## config.mk

```make
export PLATFORM = sky130hd
export DESIGN_NAME = sram16_ctrl_flat
export DESIGN_NICKNAME = d
export VERILOG_FILES = /design/src/rtl/sram16_pkg.sv /design/src/rtl/sram16_ctrl_if.sv /design/src/rtl/sram16_wait_cnt.sv /design/src/rtl/sram16_ctrl.sv /design/src/flat_wrapper.sv
export SDC_FILE = /design/constraint.sdc
export NUM_CORES = 1
export LEC_CHECK = 0
export CAP_MARGIN = 40
export CELL_PAD_IN_SITES_DETAIL_PLACEMENT = 1
export CELL_PAD_IN_SITES_GLOBAL_PLACEMENT = 1
export CORE_ASPECT_RATIO = 0.6
export CORE_MARGIN = 3
export CORE_UTILIZATION = 30
export CTS_CLUSTER_DIAMETER = 60
export DETAILED_ROUTE_END_ITERATION = 7
export PLACE_DENSITY_LB_ADDON = 0.1
export SLEW_MARGIN = 20
export SYNTH_ARGS = -nofsm -noshare
export SYNTH_HDL_FRONTEND = slang
export SYNTH_SLANG_ARGS = --single-unit
```

## constraint.sdc

```tcl
create_clock -name clock -period 1.8 [get_ports clock]
set_input_delay 0.45 -clock clock [delete_from_list [all_inputs] [get_ports clock]]
set_output_delay 0.45 -clock clock [all_outputs]
set_load 0.01 [all_outputs]
```

## src/rtl/sram16_pkg.sv

```systemverilog
// rtl/sram16_pkg.sv - shared types and constants for the 16-bit async SRAM controller
package sram16_pkg;

  localparam int CNT_W = 4;

  localparam int WAIT_MIN = 1;
  localparam int WAIT_MAX = 15;
  localparam int TURN_MIN = 0;
  localparam int TURN_MAX = 3;

  localparam logic [2:0] S_IDLE       = 3'd0;
  localparam logic [2:0] S_WR_SETUP   = 3'd1;
  localparam logic [2:0] S_WR_PULSE   = 3'd2;
  localparam logic [2:0] S_WR_HOLD    = 3'd3;
  localparam logic [2:0] S_RD_ACCESS  = 3'd4;
  localparam logic [2:0] S_RD_CAPTURE = 3'd5;
  localparam logic [2:0] S_TURN       = 3'd6;

  typedef enum logic [2:0] {
    IDLE       = S_IDLE,
    WR_SETUP   = S_WR_SETUP,
    WR_PULSE   = S_WR_PULSE,
    WR_HOLD    = S_WR_HOLD,
    RD_ACCESS  = S_RD_ACCESS,
    RD_CAPTURE = S_RD_CAPTURE,
    TURN       = S_TURN
  } state_t;

  // A phase of N cycles loads N-1 so the state advances on the zero flag.
  function automatic logic [CNT_W-1:0] cnt_load(input int cycles);
    return (cycles > 0) ? CNT_W'(cycles - 1) : '0;
  endfunction

endpackage

```

## src/rtl/sram16_ctrl_if.sv

```systemverilog
// rtl/sram16_ctrl_if.sv - request/response bus between a fabric master and the SRAM controller
interface sram16_ctrl_if #(
  parameter int ADDR_W = 18
) ();

  logic              req_valid;
  logic              req_ready;
  logic              req_write;
  logic [ADDR_W-1:0] req_addr;
  logic [15:0]       req_wdata;
  logic [1:0]        req_wmask;
  logic              rsp_valid;
  logic [15:0]       rsp_rdata;

  modport master (
    output req_valid, req_write, req_addr, req_wdata, req_wmask,
    input  req_ready, rsp_valid, rsp_rdata
  );

  modport slave (
    input  req_valid, req_write, req_addr, req_wdata, req_wmask,
    output req_ready, rsp_valid, rsp_rdata
  );

endinterface

```

## src/rtl/sram16_wait_cnt.sv

```systemverilog
// rtl/sram16_wait_cnt.sv - loadable down-counter with zero flag for strobe timing
module sram16_wait_cnt
  import sram16_pkg::*;
(
  input  logic             clock,
  input  logic             reset_n,
  input  logic             load,
  input  logic [CNT_W-1:0] load_value,
  input  logic             dec,
  output logic             zero
);

  logic [CNT_W-1:0] count;

  always_ff @(posedge clock) begin
    if (!reset_n) begin
      count <= '0;
    end else if (load) begin
      count <= load_value;
    end else if (dec && (count != '0)) begin
      count <= count - 1'b1;
    end
  end

  assign zero = (count == '0);

endmodule

```

## src/rtl/sram16_ctrl.sv

```systemverilog
// rtl/sram16_ctrl.sv - single-word bus master for a 16-bit async SRAM behind a registered pad cell
module sram16_ctrl
  import sram16_pkg::*;
#(
  parameter int ADDR_W      = 18,
  parameter int WAIT_CYCLES = 2,
  parameter int TURN_CYCLES = 1
) (
  input  logic              clock,
  input  logic              reset_n,
  sram16_ctrl_if.slave      bus,
  output logic [15:0]       io_write,
  output logic              io_write_enable,
  input  logic [15:0]       io_read,
  output logic [ADDR_W-1:0] sram_addr,
  output logic              sram_ce_n,
  output logic              sram_oe_n,
  output logic              sram_we_n,
  output logic              sram_lb_n,
  output logic              sram_ub_n
);

  if (WAIT_CYCLES < WAIT_MIN || WAIT_CYCLES > WAIT_MAX) begin : g_bad_wait
    $error("sram16_ctrl: WAIT_CYCLES out of range");
  end
  if (TURN_CYCLES < TURN_MIN || TURN_CYCLES > TURN_MAX) begin : g_bad_turn
    $error("sram16_ctrl: TURN_CYCLES out of range");
  end

  localparam logic [CNT_W-1:0] WAIT_LOAD = cnt_load(WAIT_CYCLES);
  localparam logic [CNT_W-1:0] TURN_LOAD = cnt_load(TURN_CYCLES);

  state_t           state;
  logic             accept;
  logic             cnt_ld;
  logic             cnt_dec;
  logic [CNT_W-1:0] cnt_val;
  logic             cnt_zero;

  assign accept = (state == IDLE) && bus.req_ready && bus.req_valid;

  // Counter is loaded on the edge that enters a timed phase, so that phase lasts exactly N cycles.
  always_comb begin
    cnt_ld  = 1'b0;
    cnt_dec = 1'b0;
    cnt_val = WAIT_LOAD;
    case (state)
      IDLE:       cnt_ld = accept && !bus.req_write;
      WR_SETUP:   cnt_ld = 1'b1;
      RD_CAPTURE: begin
        cnt_ld  = 1'b1;
        cnt_val = TURN_LOAD;
      end
      WR_PULSE, RD_ACCESS, TURN: cnt_dec = 1'b1;
      default: ;
    endcase
  end

  sram16_wait_cnt u_wait_cnt (
    .clock      (clock),
    .reset_n    (reset_n),
    .load       (cnt_ld),
    .load_value (cnt_val),
    .dec        (cnt_dec),
    .zero       (cnt_zero)
  );

  always_ff @(posedge clock) begin
    if (!reset_n) begin
      state           <= IDLE;
      bus.req_ready   <= 1'b0;
      bus.rsp_valid   <= 1'b0;
      bus.rsp_rdata   <= '0;
      io_write        <= '0;
      io_write_enable <= 1'b0;
      sram_addr       <= '0;
      sram_ce_n       <= 1'b1;
      sram_oe_n       <= 1'b1;
      sram_we_n       <= 1'b1;
      sram_lb_n       <= 1'b1;
      sram_ub_n       <= 1'b1;
    end else begin
      bus.rsp_valid <= 1'b0;
      case (state)
        IDLE: begin
          if (!bus.req_ready) begin
            bus.req_ready <= 1'b1;
          end else if (accept) begin
            bus.req_ready <= 1'b0;
            sram_addr     <= bus.req_addr;
            sram_ce_n     <= 1'b0;
            if (bus.req_write) begin
              state           <= WR_SETUP;
              io_write        <= bus.req_wdata;
              io_write_enable <= 1'b1;
              sram_lb_n       <= ~bus.req_wmask[0];
              sram_ub_n       <= ~bus.req_wmask[1];
            end else begin
              state     <= RD_ACCESS;
              sram_oe_n <= 1'b0;
              sram_lb_n <= 1'b0;
              sram_ub_n <= 1'b0;
            end
          end
        end
        // Pad registers write data, so WE falls one cycle after the enable to see valid pins.
        WR_SETUP: begin
          state     <= WR_PULSE;
          sram_we_n <= 1'b0;
        end
        WR_PULSE: begin
          if (cnt_zero) begin
            state     <= WR_HOLD;
            sram_we_n <= 1'b1;
          end
        end
        WR_HOLD: begin
          state           <= IDLE;
          bus.req_ready   <= 1'b1;
          io_write_enable <= 1'b0;
          sram_ce_n       <= 1'b1;
          sram_lb_n       <= 1'b1;
          sram_ub_n       <= 1'b1;
        end
        RD_ACCESS: begin
          if (cnt_zero) begin
            state <= RD_CAPTURE;
          end
        end
        // io_read lags the pins by one register, hence the extra capture cycle with strobes held.
        RD_CAPTURE: begin
          bus.rsp_valid <= 1'b1;
          bus.rsp_rdata <= io_read;
          sram_ce_n     <= 1'b1;
          sram_oe_n     <= 1'b1;
          sram_lb_n     <= 1'b1;
          sram_ub_n     <= 1'b1;
          if (TURN_CYCLES == 0) begin
            state         <= IDLE;
            bus.req_ready <= 1'b1;
          end else begin
            state <= TURN;
          end
        end
        TURN: begin
          if (cnt_zero) begin
            state         <= IDLE;
            bus.req_ready <= 1'b1;
          end
        end
        default: begin
          state         <= IDLE;
          bus.req_ready <= 1'b0;
        end
      endcase
    end
  end

endmodule

```

## src/flat_wrapper.sv

```systemverilog
// flat-port wrapper written by rule: the top's interface ports become plain ports
module sram16_ctrl_flat import sram16_pkg::*;
#(
  parameter int ADDR_W      = 18,
  parameter int WAIT_CYCLES = 2,
  parameter int TURN_CYCLES = 1
)
  (clock, reset_n, io_write, io_write_enable, io_read, sram_addr, sram_ce_n, sram_oe_n, sram_we_n, sram_lb_n, sram_ub_n, bus_req_valid, bus_req_write, bus_req_addr, bus_req_wdata, bus_req_wmask, bus_req_ready, bus_rsp_valid, bus_rsp_rdata);
  sram16_ctrl_if #(.ADDR_W(ADDR_W)) bus_i ();
  input  logic clock;
  input  logic reset_n;
  output logic [15:0] io_write;
  output logic io_write_enable;
  input  logic [15:0] io_read;
  output logic [ADDR_W-1:0] sram_addr;
  output logic sram_ce_n;
  output logic sram_oe_n;
  output logic sram_we_n;
  output logic sram_lb_n;
  output logic sram_ub_n;
  input wire logic [$bits(bus_i.req_valid)-1:0] bus_req_valid;
  input wire logic [$bits(bus_i.req_write)-1:0] bus_req_write;
  input wire logic [$bits(bus_i.req_addr)-1:0] bus_req_addr;
  input wire logic [$bits(bus_i.req_wdata)-1:0] bus_req_wdata;
  input wire logic [$bits(bus_i.req_wmask)-1:0] bus_req_wmask;
  output wire logic [$bits(bus_i.req_ready)-1:0] bus_req_ready;
  output wire logic [$bits(bus_i.rsp_valid)-1:0] bus_rsp_valid;
  output wire logic [$bits(bus_i.rsp_rdata)-1:0] bus_rsp_rdata;
  assign bus_i.req_valid = bus_req_valid;
  assign bus_i.req_write = bus_req_write;
  assign bus_i.req_addr = bus_req_addr;
  assign bus_i.req_wdata = bus_req_wdata;
  assign bus_i.req_wmask = bus_req_wmask;
  assign bus_req_ready = bus_i.req_ready;
  assign bus_rsp_valid = bus_i.rsp_valid;
  assign bus_rsp_rdata = bus_i.rsp_rdata;
  sram16_ctrl #(.ADDR_W(ADDR_W), .WAIT_CYCLES(WAIT_CYCLES), .TURN_CYCLES(TURN_CYCLES)) u_core (.clock(clock), .reset_n(reset_n), .bus(bus_i), .io_write(io_write), .io_write_enable(io_write_enable), .io_read(io_read), .sram_addr(sram_addr), .sram_ce_n(sram_ce_n), .sram_oe_n(sram_oe_n), .sram_we_n(sram_we_n), .sram_lb_n(sram_lb_n), .sram_ub_n(sram_ub_n));
endmodule
```

==> results.json, run 1 <==
{
  "syn-cell-area_um2": 2620,
  "stdcell_count": 530,
  "startpoint_type": "flip-flop",
  "crit_chain": "clkdlybuf4s50_1",
  "grt_setup_unrepaired": "false",
  "hold_path.class": "flip-flop to flip-flop",
  "area_delta_synth_final_pct": 57.2,
  "first_pass_iters": 4,
  "critPathMaxFanout": 2,
  "avgViaCountPerCell": 4.72,
  "cts_tree": "done",
  "path_class": "flip-flop to output port",
  "p_seq_share_pct": 38.7,
  "core_area_um2": 8160,
  "clk_path_buf_depth": 2,
  "synth_fa_ha_area_share_pct": 0.477,
  "vias": 2500,
  "initial_core_util_pct": 32.1,
  "cts_buffers": 9,
  "p_per_area_nw_per_um2": 1080,
  "grt_pass1_vias": 2641,
  "tightest_slew_ns": 0.454,
  "grt_pass1_wl_um": 13400,
  "hold_slack_ns": 0.451,
  "ff2ff_setup_slack_ns": 0.14,
  "power.switching_mw": 1.33,
  "p_int_mw": 3.15,
  "post-cts-setup-buffer-count": 0,
  "dp.cells": 514,
  "clkTransAtPathRegs_ns": 0.05,
  "period_needed_ns": 1.71,
  "crit_path_max_incr_delay_ns": 0.58,
  "hpwlAfterDp_um": 5890,
  "muxShareOfSynthArea_pct": 0.381,
  "syn_area_per_cell_um2": 8.69,
  "grt_max_degree": 38,
  "grt_use_total_pct": 17.5,
  "hold_violations": 0,
  "grt_antenna_before_repair": 0,
  "cts_max_level": 3,
  "period_share_pct": 95.0,
  "synth_xor_area_share_pct": 0.668,
  "worstPathArrival_ns": 1.26,
  "timing.fmax_ghz": 0.585,
  "ys.flop_type": "dfxtp_1",
  "ir_drop_mv": 0.443,
  "ant_nets": 0,
  "postCtsHoldBufs": 0,
  "layout-drive-gt1-share_pct": 7.58,
  "run_status": "completed",
  "leakagePower_nw": 1.45,
  "p_comb_share_pct": 27.0,
  "clock_sinks": 65,
  "initialDrtViolationCount": 115,
  "syn_nets": 359,
  "ys_types": 37,
  "numPortBuffers": 113,
  "nNetsFinal": 474,
  "ctsResizeCount": 1,
  "cap_violations": 0,
  "post_drt_wl_per_cell_um": 15.8,
  "setup_viol": 0,
  "clk_latency_ns": 0.33,
  "synth_compound_area_share_pct": 19.2,
  "place_congestion": 0.795,
  "setup_ws_ns": 0.0895,
  "postLayoutCoreUtil_pct": 50.5,
  "skew_ns": 0.00615,
  "n_antenna_cell": 0,
  "synth_edf_count": 0,
  "critPathSlowestCell": "clkdlybuf4s50_1",
  "path_buf_inv": 1,
  "synthCells": 302,
  "routed_wl_um": 8380,
  "slew_violations": 0,
  "rows": 25,
  "gr-total-overflow": 0,
  "pwr-share-clk_pct": 34.3,
  "end_kind": "output port",
  "crit_family": "buffers and inverters",
  "die_y_um": 78.4,
  "swShare_pct": 29.6,
  "place_ws_ns": -0.138,
  "synthSimpleGateAreaFrac_pct": 24.3,
  "synth_top_family_by_area": "simple AND/OR/NAND/NOR gates",
  "io_pins": 114,
  "die_w_um": 127,
  "clockRootBuffer": "clkbuf_16",
  "drc": 0,
  "ys_ff_latch": 65,
  "yosysSeqAreaShare_pct": 49.6,
  "yosysWarnings": 0,
  "dieArea_um2": 9940,
  "worstPathRequired_ns": 1.35,
  "slew_headroom_pct": 69.6,
  "synthArstFlopShare_pct": 0
}
## per-stage QoR
stage                     total power, mW  cell area [um^2]  setup TNS, ns
after CTS                            4.55              4120              0
after global placement               2.94              3870         -0.162
final                                4.47              4120              0
after global routing                 4.75              4120              0
after detailed placement             2.98              3870          -1.44
after floorplan                      2.40              2620              0
## cell usage in the layout, fill, tap and decap left out, drive strengths merged, types with 3 or more instances in the layout
| cell | instances |
|---|---|
| a21boi | 51 |
| a21oi | 5 |
| buf | 13 |
| clkbuf | 12 |
| clkdlybuf4s50 | 111 |
| clkinv | 4 |
| dfxtp | 65 |
| inv | 3 |
| nand2 | 91 |
| nand3 | 21 |
| nand3b | 3 |
| nor2 | 10 |
| nor2b | 3 |
| o21ai | 6 |
## cell families (layout without fill, tap and decap cells)
logic type / count (synthesis) / in the layout
compound gates: 70 / 70
xor+xnor: 2 / 2
flops: 65 / 65
simple gates: 139 / 139
buf+inv: 24 / 144
mux: 1 / 1
fa+ha+maj: 1 / 1
## flip-flops by register name, indices dropped and copies added, names as in the netlist
signal	count
u_core.io_write_enable	1
u_core.u_wait_cnt.count	4
u_core.bus.rsp_valid	1
u_core.bus.req_ready	1
u_core.state	3
u_core.sram_ce_n	1
u_core.sram_we_n	1
u_core.io_write	16
u_core.sram_addr	18
u_core.bus.rsp_rdata	16
u_core.sram_oe_n	1
u_core.sram_lb_n	1
u_core.sram_ub_n	1
## final timing paths
kind	to	cells past startpoint	startpoint
min reg2reg	u_core.sram_addr[2]$_SDFFE_PN0P_	2	u_core.sram_addr[2]$_SDFFE_PN0P_
min	u_core.sram_addr[2]$_SDFFE_PN0P_	2	u_core.sram_addr[2]$_SDFFE_PN0P_
max	bus_rsp_rdata[13]	1	u_core.bus.rsp_rdata[13]$_SDFFE_PN0N_
max reg2reg	u_core.state[2]$_SDFFE_PN0P_	6	u_core.u_wait_cnt.count[0]$_SDFFE_PN0P_
## cells in the mapped netlist, drive strengths merged, types with 2 or more instances
library cell  count  area [um^2]
nor2             10         45.0
nand3b            3         22.5
nand3            21          110
a21oi             5         25.0
nor4bb            2         20.0
o21ai             6         30.0
a21boi           51          383
o211ai            2         15.0
nor3b             2         20.0
o21a              2         15.0
buf              13          101
nand2            91          342
inv               3         11.3
xnor2             2         17.5
clkbuf            8         30.0
dfxtp            65         1300
nor3              2         15.0
nor2b             3         18.8
## metal layers
metal  track usage (%)  vias to the layer above  share of wire (%)
li1                  -                     1248                  -
met1              22.1                     1170                 46
met2              25.3                       73                 43
met3              9.65                        9                 10
met4              5.78                        0                1.3
met5                 0                        -                  0
## final cells by class
cell class | count | area, um^2
well taps | 108 | 135
inverters | 3 | 11.3
repair buffers | 125 | 1240
multi-input cells | 213 | 1180
flip-flops and latches | 65 | 1300
fillers | 960 | 4040
clock buffers | 12 | 236
clock inverters | 4 | 20.0
## power by group through the flow
stage / clock network (mW) / registers [mW] / logic [mW]
4_1_cts: 1.59 / 1.73 / 1.23
3_5_place_dp: 0 / 1.76 / 1.22
6_report: 1.53 / 1.73 / 1.21
3_3_place_gp: 0 / 1.75 / 1.20
5_1_grt: 1.65 / 1.76 / 1.34
2_1_floorplan: 0 / 1.79 / 0.619
(Power assumes the default switching activity.)
==> run 2, diff against run 1 <==
--- a/config.mk
+++ b/config.mk
@@ -11,7 +11,6 @@
 export CORE_ASPECT_RATIO = 0.6
 export CORE_MARGIN = 3
 export CORE_UTILIZATION = 30
-export CTS_CLUSTER_DIAMETER = 60
 export DETAILED_ROUTE_END_ITERATION = 7
 export PLACE_DENSITY_LB_ADDON = 0.1
 export SLEW_MARGIN = 20
==> results of run 2 <==
No change in the layout: final DEF, timing and power equal those of run 1.
